`config.mk`:
```
export PLATFORM = sky130hd
export DESIGN_NAME = seg7_scan
export DESIGN_NICKNAME = d
export VERILOG_FILES = /design/src/rtl/seg7_pkg.sv /design/src/rtl/seg7_scan.sv
export SDC_FILE = /design/constraint.sdc
export NUM_CORES = 1
export LEC_CHECK = 0
export BUFFER_PORTS_ARGS = -buffer_cell sky130_fd_sc_hd__buf_2
export CAP_MARGIN = 20
export CORE_ASPECT_RATIO = 1.4
export CORE_MARGIN = 2
export CORE_UTILIZATION = 35
export CTS_BUF_LIST = sky130_fd_sc_hd__clkbuf_4
export CTS_CLUSTER_DIAMETER = 80
export DETAILED_ROUTE_END_ITERATION = 8
export PLACE_DENSITY = 0.54
export SLEW_MARGIN = 25
export SYNTH_ARGS = -nofsm -noshare
export SYNTH_HDL_FRONTEND = slang
export SYNTH_SLANG_ARGS = --single-unit
export TNS_END_PERCENT = 10
```
`constraint.sdc`:
```
create_clock -name clk -period 3.69 [get_ports clk]
set_input_delay 0.1845 -clock clk [delete_from_list [all_inputs] [get_ports clk]]
set_output_delay 0.1845 -clock clk [all_outputs]
set_load 0.005 [all_outputs]
```
`src/rtl/seg7_pkg.sv`:
```
// rtl/seg7_pkg.sv - shared constants for the 7-segment display path
package seg7_pkg;

   localparam int MAX_DIGITS = 16;

   localparam logic [1:0] ST_IDLE = 2'd0;
   localparam logic [1:0] ST_SHOW = 2'd1;
   localparam logic [1:0] ST_GAP  = 2'd2;

   function automatic int max2(input int a, input int b);
      return (a > b) ? a : b;
   endfunction

endpackage

```
`src/rtl/seg7_scan.sv`:
```
// rtl/seg7_scan.sv - multiplexed digit scanner with blank gap and per-frame input snapshot
module seg7_scan #(
   parameter int NDIGIT     = 8,
   parameter int PRESCALE   = 1000,
   parameter int GAP_CYCLES = 2
) (
   input  logic                  clk,
   input  logic                  rst,
   input  logic                  en,
   input  logic [4*NDIGIT-1:0]   value,
   input  logic [NDIGIT-1:0]     dp_mask,
   input  logic [NDIGIT-1:0]     blank_mask,
   output logic [3:0]            num,
   output logic                  dp,
   output logic [NDIGIT-1:0]     digit_sel,
   output logic                  frame_done
);
   import seg7_pkg::*;

   localparam int CW = $clog2(max2(PRESCALE, GAP_CYCLES) + 1);
   localparam int IW = (NDIGIT > 1) ? $clog2(NDIGIT) : 1;

   localparam logic [CW-1:0] SHOW_LAST = CW'(PRESCALE - 1);
   localparam logic [CW-1:0] GAP_LAST  = CW'((GAP_CYCLES > 0) ? GAP_CYCLES - 1 : 0);
   localparam logic [IW-1:0] IDX_LAST  = IW'(NDIGIT - 1);

   generate
      if (NDIGIT < 1 || NDIGIT > MAX_DIGITS || PRESCALE < 1 || GAP_CYCLES < 0) begin : g_bad_param
         $error("seg7_scan: parameter out of range");
      end
   endgenerate

   logic [1:0]          state;
   logic [IW-1:0]       idx;
   logic [CW-1:0]       cnt;
   logic [4*NDIGIT-1:0] snap_value;
   logic [NDIGIT-1:0]   snap_dp;
   logic [NDIGIT-1:0]   snap_blank;

   logic [1:0]          nxt_state;
   logic [IW-1:0]       nxt_idx;
   logic [CW-1:0]       nxt_cnt;
   logic                load;
   logic                wrap;
   logic                advance;

   always_comb begin
      nxt_state = state;
      nxt_idx   = idx;
      nxt_cnt   = cnt + 1'b1;
      load      = 1'b0;
      wrap      = 1'b0;
      advance   = 1'b0;

      case (state)
         ST_IDLE: begin
            nxt_cnt = '0;
            if (en) begin
               load      = 1'b1;
               nxt_state = ST_SHOW;
               nxt_idx   = '0;
            end
         end
         ST_SHOW: begin
            if (cnt == SHOW_LAST) begin
               if (GAP_CYCLES > 0) begin
                  nxt_state = ST_GAP;
                  nxt_cnt   = '0;
               end else begin
                  advance = 1'b1;
               end
            end
         end
         ST_GAP: begin
            if (cnt == GAP_LAST) begin
               advance = 1'b1;
            end
         end
         default: begin
            nxt_state = ST_IDLE;
            nxt_idx   = '0;
            nxt_cnt   = '0;
         end
      endcase

      // The counter reloads on every boundary, so digit and frame periods never drift.
      if (advance) begin
         nxt_state = ST_SHOW;
         nxt_cnt   = '0;
         if (idx == IDX_LAST) begin
            nxt_idx = '0;
            load    = 1'b1;
            wrap    = 1'b1;
         end else begin
            nxt_idx = idx + 1'b1;
         end
      end

      if (!en) begin
         nxt_state = ST_IDLE;
         nxt_idx   = '0;
         nxt_cnt   = '0;
         load      = 1'b0;
         wrap      = 1'b0;
      end
   end

   logic [4*NDIGIT-1:0] nxt_value;
   logic [NDIGIT-1:0]   nxt_dp;
   logic [NDIGIT-1:0]   nxt_blank;

   assign nxt_value = load ? value      : snap_value;
   assign nxt_dp    = load ? dp_mask    : snap_dp;
   assign nxt_blank = load ? blank_mask : snap_blank;

   // Outputs are decoded from the next state so they line up with the state register.
   logic [NDIGIT-1:0] cur_onehot;
   logic [3:0]        cur_num;
   logic              cur_dp;
   logic              cur_blank;

   always_comb begin
      cur_onehot = '0;
      cur_num    = '0;
      cur_dp     = 1'b0;
      cur_blank  = 1'b0;
      for (int i = 0; i < NDIGIT; i++) begin
         if (nxt_idx == IW'(i)) begin
            cur_onehot[i] = 1'b1;
            cur_num       = nxt_value[4*i +: 4];
            cur_dp        = nxt_dp[i];
            cur_blank     = nxt_blank[i];
         end
      end
   end

   always_ff @(posedge clk) begin
      if (rst) begin
         state      <= ST_IDLE;
         idx        <= '0;
         cnt        <= '0;
         snap_value <= '0;
         snap_dp    <= '0;
         snap_blank <= '0;
         num        <= '0;
         dp         <= 1'b0;
         digit_sel  <= '0;
         frame_done <= 1'b0;
      end else begin
         state      <= nxt_state;
         idx        <= nxt_idx;
         cnt        <= nxt_cnt;
         frame_done <= wrap;
         if (load) begin
            snap_value <= value;
            snap_dp    <= dp_mask;
            snap_blank <= blank_mask;
         end
         if (nxt_state == ST_SHOW) begin
            digit_sel <= cur_blank ? '0 : cur_onehot;
            num       <= cur_num;
            dp        <= cur_dp & ~cur_blank;
         end else begin
            digit_sel <= '0;
            dp        <= 1'b0;
         end
      end
   end

endmodule
```
# Yosys cells after proc, flatten, opt, wreduce, memory -nomap -nowiden
# Index checks and enable logic that the tools add are counted.
dict set report totals {
  ff_bits 77
  latchBits 0
  mem_bits_rw 0
  romBits 0
  in_bits 51
  output_inout_bits 14
  mem_count 0
}
dict set report classes {
  n_addsub 2
  n_mul 0
  n_div 0
  order_cmp 0
  eq_ne 13
  shifts 0
  muxes 52
  bitwise 5
  n_reduce_logical 7
}
# op count
set ops {}
lappend ops {{$mux 32} 1}
lappend ops {{$mux 4} 8}
lappend ops {{$mux 1} 31}
lappend ops {{$pmux 10 s2} 1}
lappend ops {{$mux 8} 2}
lappend ops {{$eq 3x3->1 const B} 5}
lappend ops {{$mux 3} 4}
lappend ops {{$add 10x1->10 const B} 1}
lappend ops {{$eq 10x1->1 const B} 1}
lappend ops {{$eq 10x10->1 const B} 1}
lappend ops {{$mux 10} 1}
lappend ops {{$reduce_or 3->1} 3}
lappend ops {{$eq 3x2->1 const B} 2}
lappend ops {{$mux 2} 3}
lappend ops {{$pmux 2 s3} 1}
lappend ops {{$eq 2x1->1 const B} 2}
lappend ops {{$not 1->1} 4}
lappend ops {{$reduce_or 2->1} 2}
lappend ops {{$add 3x1->3 const B} 1}
lappend ops {{$eq 3x1->1 const B} 1}
lappend ops {{$logic_not 3->1} 1}
lappend ops {{$eq 2x2->1 const B} 1}
lappend ops {{$logic_not 2->1} 1}
lappend ops {{$and 1x1->1} 1}

# Logic depth before layout (Yosys ltp)
# Gate-level depths: netlist of run 1.
dict set report logic_depth {
  word_depth 16
  ltp_mapped 12
  depth_no_buf 9
}

# Worst setup path before layout of run 1
# No wires, ideal clock.
dict set report synth_path {
  path_kind {reg-to-reg}
  startpoint {register cnt[5]}
  endpoint {register num[2]}
  setup_ns 0.130
  arrival_ns 2.684
  required_ns 3.560
  slack_ns 0.876
  stages_incl_launch_ff 9
  path_buffers 1
  period_less_slack_ns 2.814
  cell_sequence {dfxtp_1 -> or4_1 -> buf_2 -> nor3_4 -> mux2i_1 -> nor3_1 -> or3_1 -> a2111oi_1 -> nor3_1}
}
dict set report synth_between {
  elab_chain_len 14
  word_cells_on_any_way 30
  classes_between {10 x eq/ne; 19 x mux; 1 x reduce/logical}
}
# item line_no
set synth_rtl {}
lappend synth_rtl {{start, declared} seg7_scan.sv:35} ;# logic [CW-1:0] cnt;
lappend synth_rtl {{start signal, assigned} seg7_scan.sv:152} ;# cnt <= nxt_cnt;
lappend synth_rtl {{$eq 10x1->1} seg7_scan.sv:75} ;# if (cnt == GAP_LAST) begin
lappend synth_rtl {{$mux 1} seg7_scan.sv:75}
lappend synth_rtl {{$mux 1} -}
lappend synth_rtl {{$mux 3 / $mux 1 (equally long branches)} seg7_scan.sv:87} ;# if (advance) begin
lappend synth_rtl {{$mux 3 / $mux 1 (equally long branches)} seg7_scan.sv:99} ;# if (!en) begin
lappend synth_rtl {{$logic_not 3->1 / $mux 32 (equally long branches)} -}
lappend synth_rtl {{$mux 4 (8 in a row)} seg7_scan.sv:128} ;# if (nxt_idx == IW'(i)) begin
lappend synth_rtl {{end signal, assigned} seg7_scan.sv:161} ;# num <= cur_num;
lappend synth_rtl {{end, declared} seg7_scan.sv:13} ;# output logic [3:0] num,
# Parallel ways exist; a longest one is shown, timed or not.
# A chain may end at the register's enable or synchronous reset.

# Worst setup path after layout of run 1
# Ends and elaborated chain as after synthesis.

==> results of run 1 <==
timing repair:
item / 4_1_cts / 5_1_grt
hold buffers: 32 / 0
endpoints found under the setup margin: 0 / 0
endpoints found under the hold margin: 32 / 0
resized for setup: 0 / 0
metrics by stage:
step | setup WS [ps] | util (%) | cell area [sq um] | hold slack (ps) | total power [W]
2_1_floorplan | 876 | - | 3620 | 325 | 0.00102
4_1_cts | 489 | 44.1 | 4520 | 1.88 | 0.00160
6_report | 469 | 44.1 | 4520 | 16.6 | 0.00158
3_5_place_dp | 512 | 39.8 | 4080 | 447 | 0.00109
3_3_place_gp | 574 | 39.8 | 4080 | 435 | 0.00108
5_1_grt | 315 | 44.1 | 4520 | 18.1 | 0.00166
sequential cells by signal, indices dropped and copies added (netlist names):
signal,cells
snap_value,32
cnt,10
digit_sel,8
snap_blank,8
snap_dp,8
num,4
idx,3
state,2
dp,1
frame_done,1
final cells by class:
class / instances / area (sq um)
clock buffers: 9 / 67.6
clock inverters: 6 / 55.1
well taps: 138 / 173
inverters: 6 / 22.5
multi-input cells: 298 / 1940
fillers: 1053 / 5720
flip-flops and latches: 77 / 1540
repair buffers: 106 / 716
power by group through the flow:
stage          Combinational, W  Sequential [W]  Clock (W)
2_1_floorplan          0.000127        0.000897          0
3_3_place_gp           0.000182        0.000900          0
3_5_place_dp           0.000185        0.000901          0
4_1_cts                0.000211        0.000883   0.000506
5_1_grt                0.000231        0.000887   0.000539
6_report               0.000210        0.000882   0.000486
logic make-up after synthesis:
logic type               count (synthesis)  share of synthesized area [%]
multiplexers                            54                           15.4
AND/OR/NAND/NOR                        161                           20.7
buffers and inverters                   26                           3.87
adder cells (fa/ha/maj)                  8                           2.76
flip-flops                              77                           42.5
XOR/XNOR                                 8                           1.93
AO/OA/AOI/OAI                           67                           12.8
worst min path at each step:
stage                                 to  slack (ps)  cells after the start
after floorplan            snap_blank[4]         320                      2
after global placement    snap_value[25]         430                      2
after detailed placement  snap_value[10]         450                      3
after CTS                 snap_value[26]           2                      3
after global routing       snap_blank[5]          20                      3
final                      snap_blank[7]          20                      3
critical path, delay by kind of cell, from the launching register on:
family / cells / cell delay (ps)
AOI/OAI and AO/OA: 2 / 1190
DFF: 1 / 390
muxes: 1 / 310
and+or+nand+nor: 4 / 1210
routing by layer:
metal,GRT usage [%],routed length [um]
met1,19.8,3870
met3,3.69,372
met5,0,0
met4,8.33,316
met2,31.5,5070
cell usage in the layout, fill, tap and decap left out, drive strengths merged, types with 2 or more instances in the layout:
cell type and count:
a211o 2, a211oi 2, a21oi 19, a311oi 2, a31o 3, a31oi 5
and3 5, buf 74, clkbuf 9, clkinv 4, dfxtp 77, dlygate4sd3 32
ha 8, inv 6, mux2 3, mux2i 50, nand2 31, nand2b 3
nand3 17, nand4 2, nor2 67, nor3 20, nor4 4, o21a 2
o21ai 12, o22ai 2, o31ai 4, o41a 2, or2 2, or4 2
xnor2 5, xor2 3
==> impl_metrics.json, run 1 <==
{
  "status": "complete, no violations",
  "critical_path.startpoint_type": "flip-flop",
  "die-height_um": 124,
  "maxCapViolations": 0,
  "min_from": "blank_mask[7]",
  "power.internal_w": 0.00117,
  "r2r_start": "cnt[5]",
  "htree_levels": 3,
  "seqPwrFrac_pct": 55.9,
  "antenna_found_initial": 0,
  "grt-ovfl-total": 0,
  "ir_drop_uv": 195,
  "max_freq_mhz": 310,
  "avgSynthCellArea_sq_um": 9.04,
  "p_comb_share_pct": 13.3,
  "seq_area_frac_synth_pct": 42.5,
  "drcViolationCount": 0,
  "hold_path_class": "in -> reg",
  "clkSlewWorstSetupHoldPaths_ps": 120,
  "grt_usage_pct": 17.6,
  "yosys-top-cells-area": "dfxtp_1, mux2i_1, nor2_1",
  "r2r_slack_ps": 470,
  "power.density_nw_per_um2": 349,
  "synth-seq-cells": 77,
  "synthToLayoutAreaGrowth_pct": 24.7,
  "nets": 557,
  "period_share_pct": 87.3,
  "yosys-top-cells-count": "dfxtp_1, nor2_1, mux2i_1",
  "core_sq_um": 10200,
  "pwr-share-clk_pct": 30.8,
  "crit_type": "reg -> reg",
  "synthArstFlopShare_pct": 0,
  "p_sw_share_pct": 25.9,
  "fin_crit_ps": 3220,
  "port_buffers": 64,
  "drt_iter0_drc": 210,
  "fin_skew_ps": 8.73,
  "max_stage_delay_ps": 770,
  "hpwl_mm": 7.15,
  "synth_top_cell_by_area": "dfxtp_1",
  "critical_path.most_common_cell": "nor3_1",
  "dp_cells": 593,
  "rsz0062_at_grt": "false",
  "ant_nets": 0,
  "crit_path_end": "num[2]",
  "rr_worst_depth": 7,
  "cts_tree": "yes",
  "grt_pass1_vias": 3317,
  "final_cells": 640,
  "clock-sinks": 77,
  "die_x_um": 90.0,
  "end_kind": "flip-flop",
  "cp.arrival_ps": 3550,
  "p_leak_nw": 2.00,
  "grt_pass1_wl_mm": 15.8,
  "cts_made_buffers": 9,
  "synth_edf_count": 0,
  "syn-cell-area_sq_um": 3620,
  "dieArea_sq_um": 11200,
  "tightest_slew_ps": 750,
  "path_cells": "or4_1, o41a_2, mux2i_1, nor3_1, or3_1, a2111oi_1, nor3_1",
  "worstSkewPairLatency_ps": 440,
  "antenna_cells": 0,
  "crit_start": "cnt[5]",
  "hold_violations": 0,
  "syn_nets": 460,
  "start_util_pct": 35.4,
  "tns_ps": 0,
  "drive_gt1_share_pct": 20.3,
  "wl_per_cell_um": 15.1,
  "grt_max_degree": 53,
  "ys_types": 61,
  "yosysMostFrequentCell": "dfxtp_1",
  "cts-root-buf": "clkbuf_4",
  "reg2reg_to": "num[2]",
  "first_pass_iters": 7,
  "slowest_stage": "o41a_2",
  "io_pins": 65,
  "place_congestion": 0.869,
  "crit_path_max_fanout": 24,
  "row_count": 44,
  "synth_flop_cell": "dfxtp_1",
  "synth_warnings": 0,
  "vias_per_cell": 5.09,
  "syn_inst": 401,
  "drt-total-wl_mm": 9.63,
  "cts_buffer_depth": 2,
  "synth_top_cell_area_share_pct": 42.5,
  "vias": 3257,
  "relSlewSlack_pct": 49.5,
  "cts_setup_buffers": 0,
  "drv_slew": 0,
  "switchingPower_w": 0.000409,
  "setup_viol": 0,
  "cp.required_ps": 4020
}
Power figures use the tool's default switching activity.
==> run 2, diff against run 1 <==
--- a/config.mk
+++ b/config.mk
@@ -7,7 +7,6 @@
 export LEC_CHECK = 0
 export BUFFER_PORTS_ARGS = -buffer_cell sky130_fd_sc_hd__buf_2
 export CAP_MARGIN = 20
-export CORE_ASPECT_RATIO = 1.4
 export CORE_MARGIN = 2
 export CORE_UTILIZATION = 35
 export CTS_BUF_LIST = sky130_fd_sc_hd__clkbuf_4
==> impl_metrics.json, run 2 (synthesized netlist as in run 1, its figures left out) <==
{
  "setup_viol": 0,
  "cp.required_ps": 4050,
  "relSlewSlack_pct": 49.8,
  "clock-sinks": 77,
  "worstSkewPairLatency_ps": 450,
  "grt_usage_pct": 18.6,
  "power_w": 0.00163,
  "p_leak_nw": 2.07,
  "grt_pass1_vias": 3317,
  "grt_pass1_wl_mm": 16.2,
  "path_cells": "or4_1, o41a_2, buf_4, mux2i_1, mux2i_1, a221oi_1, o21ai_2, nor3_1",
  "place_congestion": 0.842,
  "tns_ps": 0,
  "dieArea_sq_um": 11200,
  "crit_path_max_fanout": 25,
  "drv_slew": 0,
  "cts_tree": "yes",
  "vias": 3300,
  "fin_skew_ps": 14.5,
  "fillCellCount": 1026,
  "synthToLayoutAreaGrowth_pct": 28.8,
  "power.density_nw_per_um2": 349,
  "core_sq_um": 10200,
  "fin_crit_ps": 3270,
  "max_stage_delay_ps": 780,
  "rr_worst_depth": 8,
  "r2r_start": "cnt[2]",
  "grt_max_degree": 53,
  "row_count": 37,
  "maxCapViolations": 0,
  "max_freq_mhz": 305,
  "status": "complete, no violations",
  "port_buffers": 64,
  "hold_depth": 3,
  "largest-register": "snap_value",
  "ant_nets": 0,
  "drive_gt1_share_pct": 20.3,
  "ir_drop_uv": 251,
  "cts_made_buffers": 9,
  "drt-total-wl_mm": 9.83,
  "cts-root-buf": "clkbuf_4",
  "reg_top3": "snap_value: 32 flops, cnt: 10 flops",
  "tightest_slew_ps": 745,
  "hold_violations": 0,
  "min_from": "value[6]",
  "crit_type": "reg -> reg",
  "cp_num_buf_inv": 1,
  "die-height_um": 106,
  "reg2reg_to": "digit_sel[5]",
  "start_util_pct": 35.6,
  "layout_commonest_cell": "dfxtp_1",
  "largest_reg_flops": 32,
  "cp.arrival_ps": 3640,
  "antenna_found_initial": 1,
  "r2r_slack_ps": 420,
  "hpwl_mm": 6.94,
  "rsz0062_at_grt": "false",
  "vias_per_cell": 5.05,
  "slowest_stage": "o41a_2",
  "die_x_um": 106,
  "cts_setup_buffers": 0,
  "end_kind": "flip-flop",
  "period_share_pct": 88.7,
  "grt-ovfl-total": 0,
  "clkSlewWorstSetupHoldPaths_ps": 130,
  "wl_per_cell_um": 15.0,
  "nets": 570,
  "io_pins": 65,
  "layout_common_cells": "dfxtp_1, nor2_1, buf_2",
  "first_pass_iters": 4,
  "drt_iter0_drc": 167,
  "crit_family": "compound AO/OA/AOI/OAI gates",
  "cts_buffer_depth": 2,
  "critical_path.most_common_cell": "mux2i_1",
  "critical_path.startpoint_type": "flip-flop",
  "drcViolationCount": 0,
  "min_to": "snap_value[6]",
  "hold_path_class": "in -> reg",
  "htree_levels": 3
}
[run 2: cell count changes in the layout (fill, tap and decap cells not counted), sizes merged]
cell         before  now
clkinv            4    2
clkinvlp          1    0
inv               6    8
dlygate4sd3      32   45
diode             0    1
clkbuf            9   11
[run 2: per-stage QoR]
| stage | util [%] | hold WS, ps | setup WS (ps) | cells | instance area [sq um] |
|---|---|---|---|---|---|
| 6_report | 45.8 | 45.2 | 416 | 653 | 4670 |
| 4_1_cts | 45.8 | 2.34 | 439 | 652 | 4660 |
| 3_3_place_gp | 40.0 | 441 | 480 | 591 | 4070 |
| 3_5_place_dp | 40.0 | 449 | 482 | 591 | 4070 |
| 5_1_grt | 45.8 | 41.5 | 188 | 653 | 4670 |
| 2_1_floorplan | - | 325 | 876 | 401 | 3620 |
[run 2: worst min-delay path, delay by kind of cell]
family,cells,cell delay [ps]
AND/OR/NAND/NOR,1,110
buffers and inverters,1,90
multiplexers,1,80
[run 2: what timing repair did]
item | CTS | global route
hold endpoints to repair | 45 | 0
setup endpoints to repair | 0 | 0
hold buffers | 45 | 0
resized for setup | 0 | 0
[run 2: cell type report]
cell class	instances	area, sq um	share of cell area (%)
multi-input cells	298	1940	41.7
flip-flops and latches	77	1540	33.0
repair buffers	119	846	18.1
well taps	136	170	3.65
clock buffers	11	82.6	1.77
clock inverters	5	57.6	1.23
inverters	6	22.5	0.483
diodes	1	2.50	0.0536
[run 2: worst max-delay path by stage]
| stage | cells after the start | slack [ps] | startpoint | to |
|---|---|---|---|---|
| finish | 8 | 420 | cnt[2] | digit_sel[5] |
| detailed placement | 7 | 480 | cnt[5] | num[2] |
| CTS | 8 | 440 | cnt[2] | digit_sel[5] |
| floorplan | 8 | 880 | cnt[5] | num[2] |
| global placement | 8 | 480 | cnt[5] | digit_sel[6] |
| global route | 8 | 190 | cnt[5] | digit_sel[5] |
[run 2: metal layers]
| layer | part of all wire, % | vias up | GRT usage (%) |
|---|---|---|---|
| met4 | 1.1 | 0 | 5.92 |
| met2 | 49 | 76 | 31.5 |
| met5 | 0 | - | 0 |
| li1 | - | 1653 | - |
| met3 | 4.2 | 11 | 3.90 |
| met1 | 46 | 1560 | 23.7 |
[run 2: report_power, final]
part | total (W) | leakage [nW] | internal [W] | switching [W]
Combinational | 0.000221 | 1.36 | 0.000112 | 0.000109
Clock | 0.000527 | 0.0816 | 0.000225 | 0.000302
Sequential | 0.000882 | 0.630 | 0.000869 | 0.0000126
Total | 0.00163 | 2.07 | 0.00121 | 0.000423
